<file path="config.mk">
export PLATFORM = sky130hd
export DESIGN_NAME = run_launcher
export DESIGN_NICKNAME = d
export VERILOG_FILES = /design/src/rtl/run_pkg.sv /design/src/rtl/run_launcher.sv
export SDC_FILE = /design/constraint.sdc
export NUM_CORES = 1
export LEC_CHECK = 0
export ABC_CLOCK_PERIOD_IN_PS = 2300
export CAP_MARGIN = 20
export CORE_ASPECT_RATIO = 0.8
export CORE_UTILIZATION = 54
export DETAILED_ROUTE_END_ITERATION = 6
export DONT_BUFFER_PORTS = 1
export GPL_TIMING_DRIVEN = 0
export PLACE_DENSITY = 0.69
export REMOVE_ABC_BUFFERS = 1
export SETUP_SLACK_MARGIN = 0.4
export SYNTH_ARGS = -nofsm -noshare
export SYNTH_HDL_FRONTEND = slang
export SYNTH_SLANG_ARGS = --single-unit
</file>
<file path="constraint.sdc">
create_clock -name clk -period 2.3 [get_ports clk]
set_clock_uncertainty 0.1 [all_clocks]
set_input_delay 0.23 -clock clk [delete_from_list [all_inputs] [get_ports clk]]
set_output_delay 0.23 -clock clk [all_outputs]
set_load 0.05 [all_outputs]
</file>
<file path="src/rtl/run_pkg.sv">
// ============================================================================
// Module      : run_pkg
// Description : Shared types and default parameters for the run launcher.
// Revision    : 1.0
// ============================================================================
`default_nettype none

package run_pkg;

    typedef enum logic [1:0] {
        IDLE   = 2'd0,
        START  = 2'd1,
        WAIT   = 2'd2,
        REPORT = 2'd3
    } run_state_t;

    localparam int unsigned DEF_START_CYCLES = 2;
    localparam int unsigned DEF_TIMEOUT      = 4096;
    localparam int unsigned DEF_CNT_W        = 16;

    typedef logic [1:0] prog_id_t;

endpackage

`default_nettype wire

</file>
<file path="src/rtl/run_launcher.sv">
// ============================================================================
// Module      : run_launcher
// Description : Host-side start/ack run handshake initiator with run-length
//               measurement, timeout detection and a one-cycle done pulse.
// Revision    : 1.0
// ============================================================================
`default_nettype none

module run_launcher
    import run_pkg::*;
#(
    parameter int unsigned START_CYCLES = DEF_START_CYCLES,
    parameter int unsigned TIMEOUT      = DEF_TIMEOUT,
    parameter int unsigned CNT_W        = DEF_CNT_W
) (
    input  logic             clk,
    input  logic             reset,
    input  logic             run_req,
    input  logic [1:0]       prog_sel,
    input  logic             abort,
    output logic             run_ready,
    output logic             start,
    input  logic             ack,
    output logic [1:0]       prog_id,
    output logic             run_done,
    output logic             run_timeout,
    output logic [CNT_W-1:0] cycle_count
);

    localparam int unsigned SCW = (START_CYCLES > 1) ? $clog2(START_CYCLES) : 1;
    localparam logic [SCW-1:0]   START_LAST = SCW'(START_CYCLES - 1);
    localparam logic [CNT_W-1:0] WAIT_LAST  = CNT_W'(TIMEOUT - 1);
    localparam logic [CNT_W-1:0] WAIT_LIMIT = CNT_W'(TIMEOUT);

    run_state_t       state_q, state_d;
    logic [SCW-1:0]   start_cnt_q, start_cnt_d;
    logic [CNT_W-1:0] cycle_cnt_q, cycle_cnt_d;
    prog_id_t         prog_id_q, prog_id_d;
    logic             ack_q;
    logic             start_q, start_d;
    logic             run_ready_q, run_ready_d;
    logic             run_done_q, run_done_d;
    logic             run_timeout_q, run_timeout_d;
    logic             timeout_hit;
    logic             ack_rise;

    assign ack_rise = ack & ~ack_q;

    // State register and all registered outputs
    always_ff @(posedge clk or negedge reset) begin
        if (!reset) begin
            state_q       <= IDLE;
            start_cnt_q   <= '0;
            cycle_cnt_q   <= '0;
            prog_id_q     <= '0;
            ack_q         <= 1'b0;
            start_q       <= 1'b0;
            run_ready_q   <= 1'b1;
            run_done_q    <= 1'b0;
            run_timeout_q <= 1'b0;
        end else begin
            state_q       <= state_d;
            start_cnt_q   <= start_cnt_d;
            cycle_cnt_q   <= cycle_cnt_d;
            prog_id_q     <= prog_id_d;
            ack_q         <= ack;
            start_q       <= start_d;
            run_ready_q   <= run_ready_d;
            run_done_q    <= run_done_d;
            run_timeout_q <= run_timeout_d;
        end
    end

    // Next-state and counter logic; abort overrides every transition
    always_comb begin
        state_d     = state_q;
        start_cnt_d = start_cnt_q;
        cycle_cnt_d = cycle_cnt_q;
        prog_id_d   = prog_id_q;
        timeout_hit = 1'b0;
        if (abort) begin
            state_d = IDLE;
        end else begin
            case (state_q)
                IDLE: begin
                    if (run_req) begin
                        prog_id_d   = prog_sel;
                        start_cnt_d = '0;
                        state_d     = START;
                    end
                end
                START: begin
                    if (start_cnt_q == START_LAST) begin
                        state_d     = WAIT;
                        cycle_cnt_d = '0;
                    end else begin
                        start_cnt_d = start_cnt_q + SCW'(1);
                    end
                end
                WAIT: begin
                    // A rise on the final allowed edge still counts as a completion.
                    if (ack_rise) begin
                        state_d = REPORT;
                    end else if (cycle_cnt_q == WAIT_LAST) begin
                        state_d     = REPORT;
                        cycle_cnt_d = WAIT_LIMIT;
                        timeout_hit = 1'b1;
                    end else begin
                        cycle_cnt_d = cycle_cnt_q + CNT_W'(1);
                    end
                end
                REPORT: begin
                    state_d = IDLE;
                end
                default: begin
                    state_d = IDLE;
                end
            endcase
        end
    end

    // Output decode from the upcoming state so every output is a flop
    always_comb begin
        start_d       = (state_d == START);
        run_ready_d   = (state_d == IDLE);
        run_done_d    = (state_d == REPORT);
        run_timeout_d = timeout_hit;
    end

    assign run_ready   = run_ready_q;
    assign start       = start_q;
    assign prog_id     = prog_id_q;
    assign run_done    = run_done_q;
    assign run_timeout = run_timeout_q;
    assign cycle_count = cycle_cnt_q;

endmodule

`default_nettype wire

</file>
==> flow_summary.yaml <==
run_status:
  outcome: "finished, final reports clean"
clock_tree:
  numCtsBuffers: 3
  cts_tree: "yes"
  htree_num_levels: 1
  clock_latency_ns: 0.32
  cts_buffer_depth: 2
  clockRootBuffer: "clkbuf_4"
  clk_pin_slew_ns: 0.14
  clkSinkCount: 26
layout:
  stdcell_area_mm2: 0.00174
  nNetsFinal: 169
  area_growth_pct: 25.7
  regArea_um2: 679
  final_layout_size_suffix_gt1_share_pct: 33.8
  fillers: 187
  layout.cells.non_filler: 196
  multi_input_area_um2: 813
  num_antenna_cells: 0
  fin_util_pct: 71.2
floorplan:
  initial_core_util_pct: 56.7
  die_area_mm2: 0.00277
  io_pins: 29
  die_width_um: 58.6
  rows: 16
  fp.dieH_um: 47.3
  core_mm2: 0.00244
yosys:
  synth-seq-cells: 26
  ys_seq_area_share_pct: 47.1
  syn_avg_cell_area_um2: 9.54
  synthCells: 145
  synth_warnings: 0
  synth_cell_types: 39
  syn-cell-area_mm2: 0.00138
routing:
  ant_nets: 0
  num_vias: 1365
  drc_errors: 0
  drtIter0Drc: 103
  routed_wl_um: 3730
  drt-wirelength-per-cell_um: 19.0
  first_pass_iters: 4
  routed_via_density: 6.96
setup_path:
  slowest_stage: "or4_4"
  end_kind: "flip-flop"
  cp-start-kind: "flip-flop"
  path_delay_family: "simple AND/OR/NAND/NOR gates"
  path_class: "flip-flop to flip-flop"
  path_cells: "or4_4, or4_4, buf_4, a41oi_1, a31oi_1"
  arrival_ns: 2.35
  cp_data_required_time_ns: 2.41
  cp_num_buf_inv: 1
  cp_slowest_stage_delay_ns: 0.59
  crit_top_cell: "or4_4"
  crit_fanout: 6
placement:
  io_buffer_count: 0
  gp_congestion: 0.902
  hpwl_um: 2230
  dp.cells: 173
  dpl-instance-area_mm2: 0.00139
min_path:
  hold_class: "input pin to flip-flop"
global_routing:
  grt_pass1_wl_um: 5550
  overflow: 0
  antenna_found_initial: 0
  gr-usage-all-layers_pct: 27.6
  grt_pass1_vias: 1107
  grt_max_degree: 27
power_and_ir_drop:
  powerDensity_mw_per_mm2: 603
  power_mw: 1.05
  irDropWorstVdd_uv: 518
  p_leak_nw: 0.620
timing:
  hold_violations: 0
  fmax_ghz: 0.446
  fin_crit_sh_pct: 97.5
  rsz0062_at_grt: "true"
  finalSetupViolations: 0
  fin_setup_tns_ns: 0
  tightest_slew_ns: 0.670
  drv_slew: 0
  relSlewSlack_pct: 55.2
  min_period_ns: 2.24
job:
  maxCapViolations: 0
## cells by family (layout without fill, tap and decap cells)
logic type | after synthesis | in the layout | share of synthesized area (%)
and+or+nand+nor | 60 | 61 | 24.3
AOI/OAI and AO/OA | 46 | 46 | 22.7
DFF | 26 | 26 | 47.1
buffers and inverters | 10 | 24 | 3.35
muxes | 2 | 2 | 1.63
adders and majority gates | 1 | 1 | 0.904
## final timing paths
| path | slack (ns) | end | cells after the start | start |
|---|---|---|---|---|
| hold reg to reg | 0.45 | start_cnt_q | 1 | start_cnt_q |
| setup / recovery | 0.06 | cycle_count[14] | 5 | cycle_count[14] |
| setup reg to reg | 0.06 | cycle_count[14] | 5 | cycle_count[14] |
| max in group asynchronous | 1.65 | run_ready | 2 | reset |
| hold / removal | 0.03 | start | 2 | run_req |
| min in group asynchronous | 0.21 | cycle_count[14] | 2 | reset |
## state kept, by name, indices dropped and copies added (netlist names)
register	count
state_q	2
start	1
cycle_count	16
start_cnt_q	1
run_done	1
run_ready	1
run_timeout	1
ack_q	1
prog_id	2
## final cells by class
class	count	share of cell area (%)
clock buffer	4	1.51
inverter	1	0.216
multi-input combinational	110	46.8
sequential	26	39.1
tap	36	2.59
timing repair buffer	19	9.86
## synthesized netlist by cell type
| cell | count | area share, % |
|---|---|---|
| dfrtp_1 | 25 | 45 |
| a31oi_1 | 13 | 5.9 |
| nand3_1 | 12 | 4.3 |
| o21ai_0 | 9 | 3.3 |
| clkbuf_1 | 7 | 1.9 |
| nand2_1 | 7 | 1.9 |
| nor2_1 | 7 | 1.9 |
| nand2b_1 | 5 | 2.3 |
| nand4_1 | 5 | 2.3 |
| a41oi_1 | 4 | 2.5 |
| and3_1 | 4 | 1.8 |
| o31ai_1 | 4 | 2.2 |
| a21oi_1 | 3 | 1.1 |
| and4_1 | 3 | 1.9 |
| nor3_1 | 3 | 1.1 |
| or4_1 | 3 | 1.6 |
| a211o_1 | 2 | 1.3 |
| a32o_1 | 2 | 1.4 |
| and2_1 | 2 | 0.90 |
| mux2_2 | 2 | 1.6 |
| nor2b_1 | 2 | 0.90 |
| nor4_1 | 2 | 0.90 |
| o211ai_1 | 2 | 1.1 |
| or3_1 | 2 | 0.90 |
| a21boi_0 | 1 | 0.54 |
| a21o_1 | 1 | 0.54 |
| a22o_1 | 1 | 0.63 |
| a311oi_1 | 1 | 0.63 |
| buf_6 | 1 | 0.81 |
| clkbuf_2 | 1 | 0.36 |
| dfstp_2 | 1 | 1.9 |
| ha_1 | 1 | 0.90 |
| inv_1 | 1 | 0.27 |
| nand3b_1 | 1 | 0.54 |
| nand4b_1 | 1 | 0.63 |
| o21a_1 | 1 | 0.54 |
| o22ai_1 | 1 | 0.45 |
| o41ai_1 | 1 | 0.63 |
| or2_2 | 1 | 0.45 |
## power breakdown
| group | internal (mW) | switching [mW] | total (mW) | leakage [nW] |
|---|---|---|---|---|
| clock network | 0.0679 | 0.132 | 0.200 | 0.0150 |
| registers | 0.510 | 0.189 | 0.699 | 0.320 |
| logic | 0.0713 | 0.0792 | 0.151 | 0.284 |
## layer usage
layer / global-route usage [%] / vias to the layer above / wire, µm
met4: 4.29 / 0 / 61
li1: - / 606 / -
met1: 39.5 / 663 / 1630
met2: 43.0 / 87 / 1720
met5: 0 / - / 0
met3: 7.71 / 9 / 312
## stage by stage
step,hold WS [ns],setup WS [ns]
3_5_place_dp,-0.165,-0.459
6_report,0.0290,0.0577
4_1_cts,0.0223,0.0867
3_3_place_gp,-0.165,-0.526
2_1_floorplan,-0.166,-0.239
5_1_grt,0.0295,0.00581
## timing repair
item	4_1_cts	5_1_grt
pin swaps	8	3
setup endpoints to repair	19	19
cloned	1	0
gates resized for setup	34	10
hold buffers	7	0
buffers inserted	11	0
endpoints found under the hold margin	41	0
## cell usage in the layout, fill, tap and decap left out, drive strengths merged, types with 2 or more instances in the layout
master	Yosys	final
nor4	2	2
nand4	5	5
nor3	3	3
nand2b	5	5
buf	1	13
o31ai	4	4
and3	4	4
a211o	2	2
o211ai	2	2
o21ai	9	9
and4	3	3
a32o	2	2
a41oi	4	4
or3	2	2
nand3	12	12
a31oi	13	13
clkbuf	8	4
a21oi	3	3
and2	2	2
mux2	2	2
nor2	7	7
dlygate4sd3	0	6
nand2	7	7
dfrtp	25	25
nor2b	2	2
or4	3	4
No activity file was read; power rests on OpenSTA's default activity.
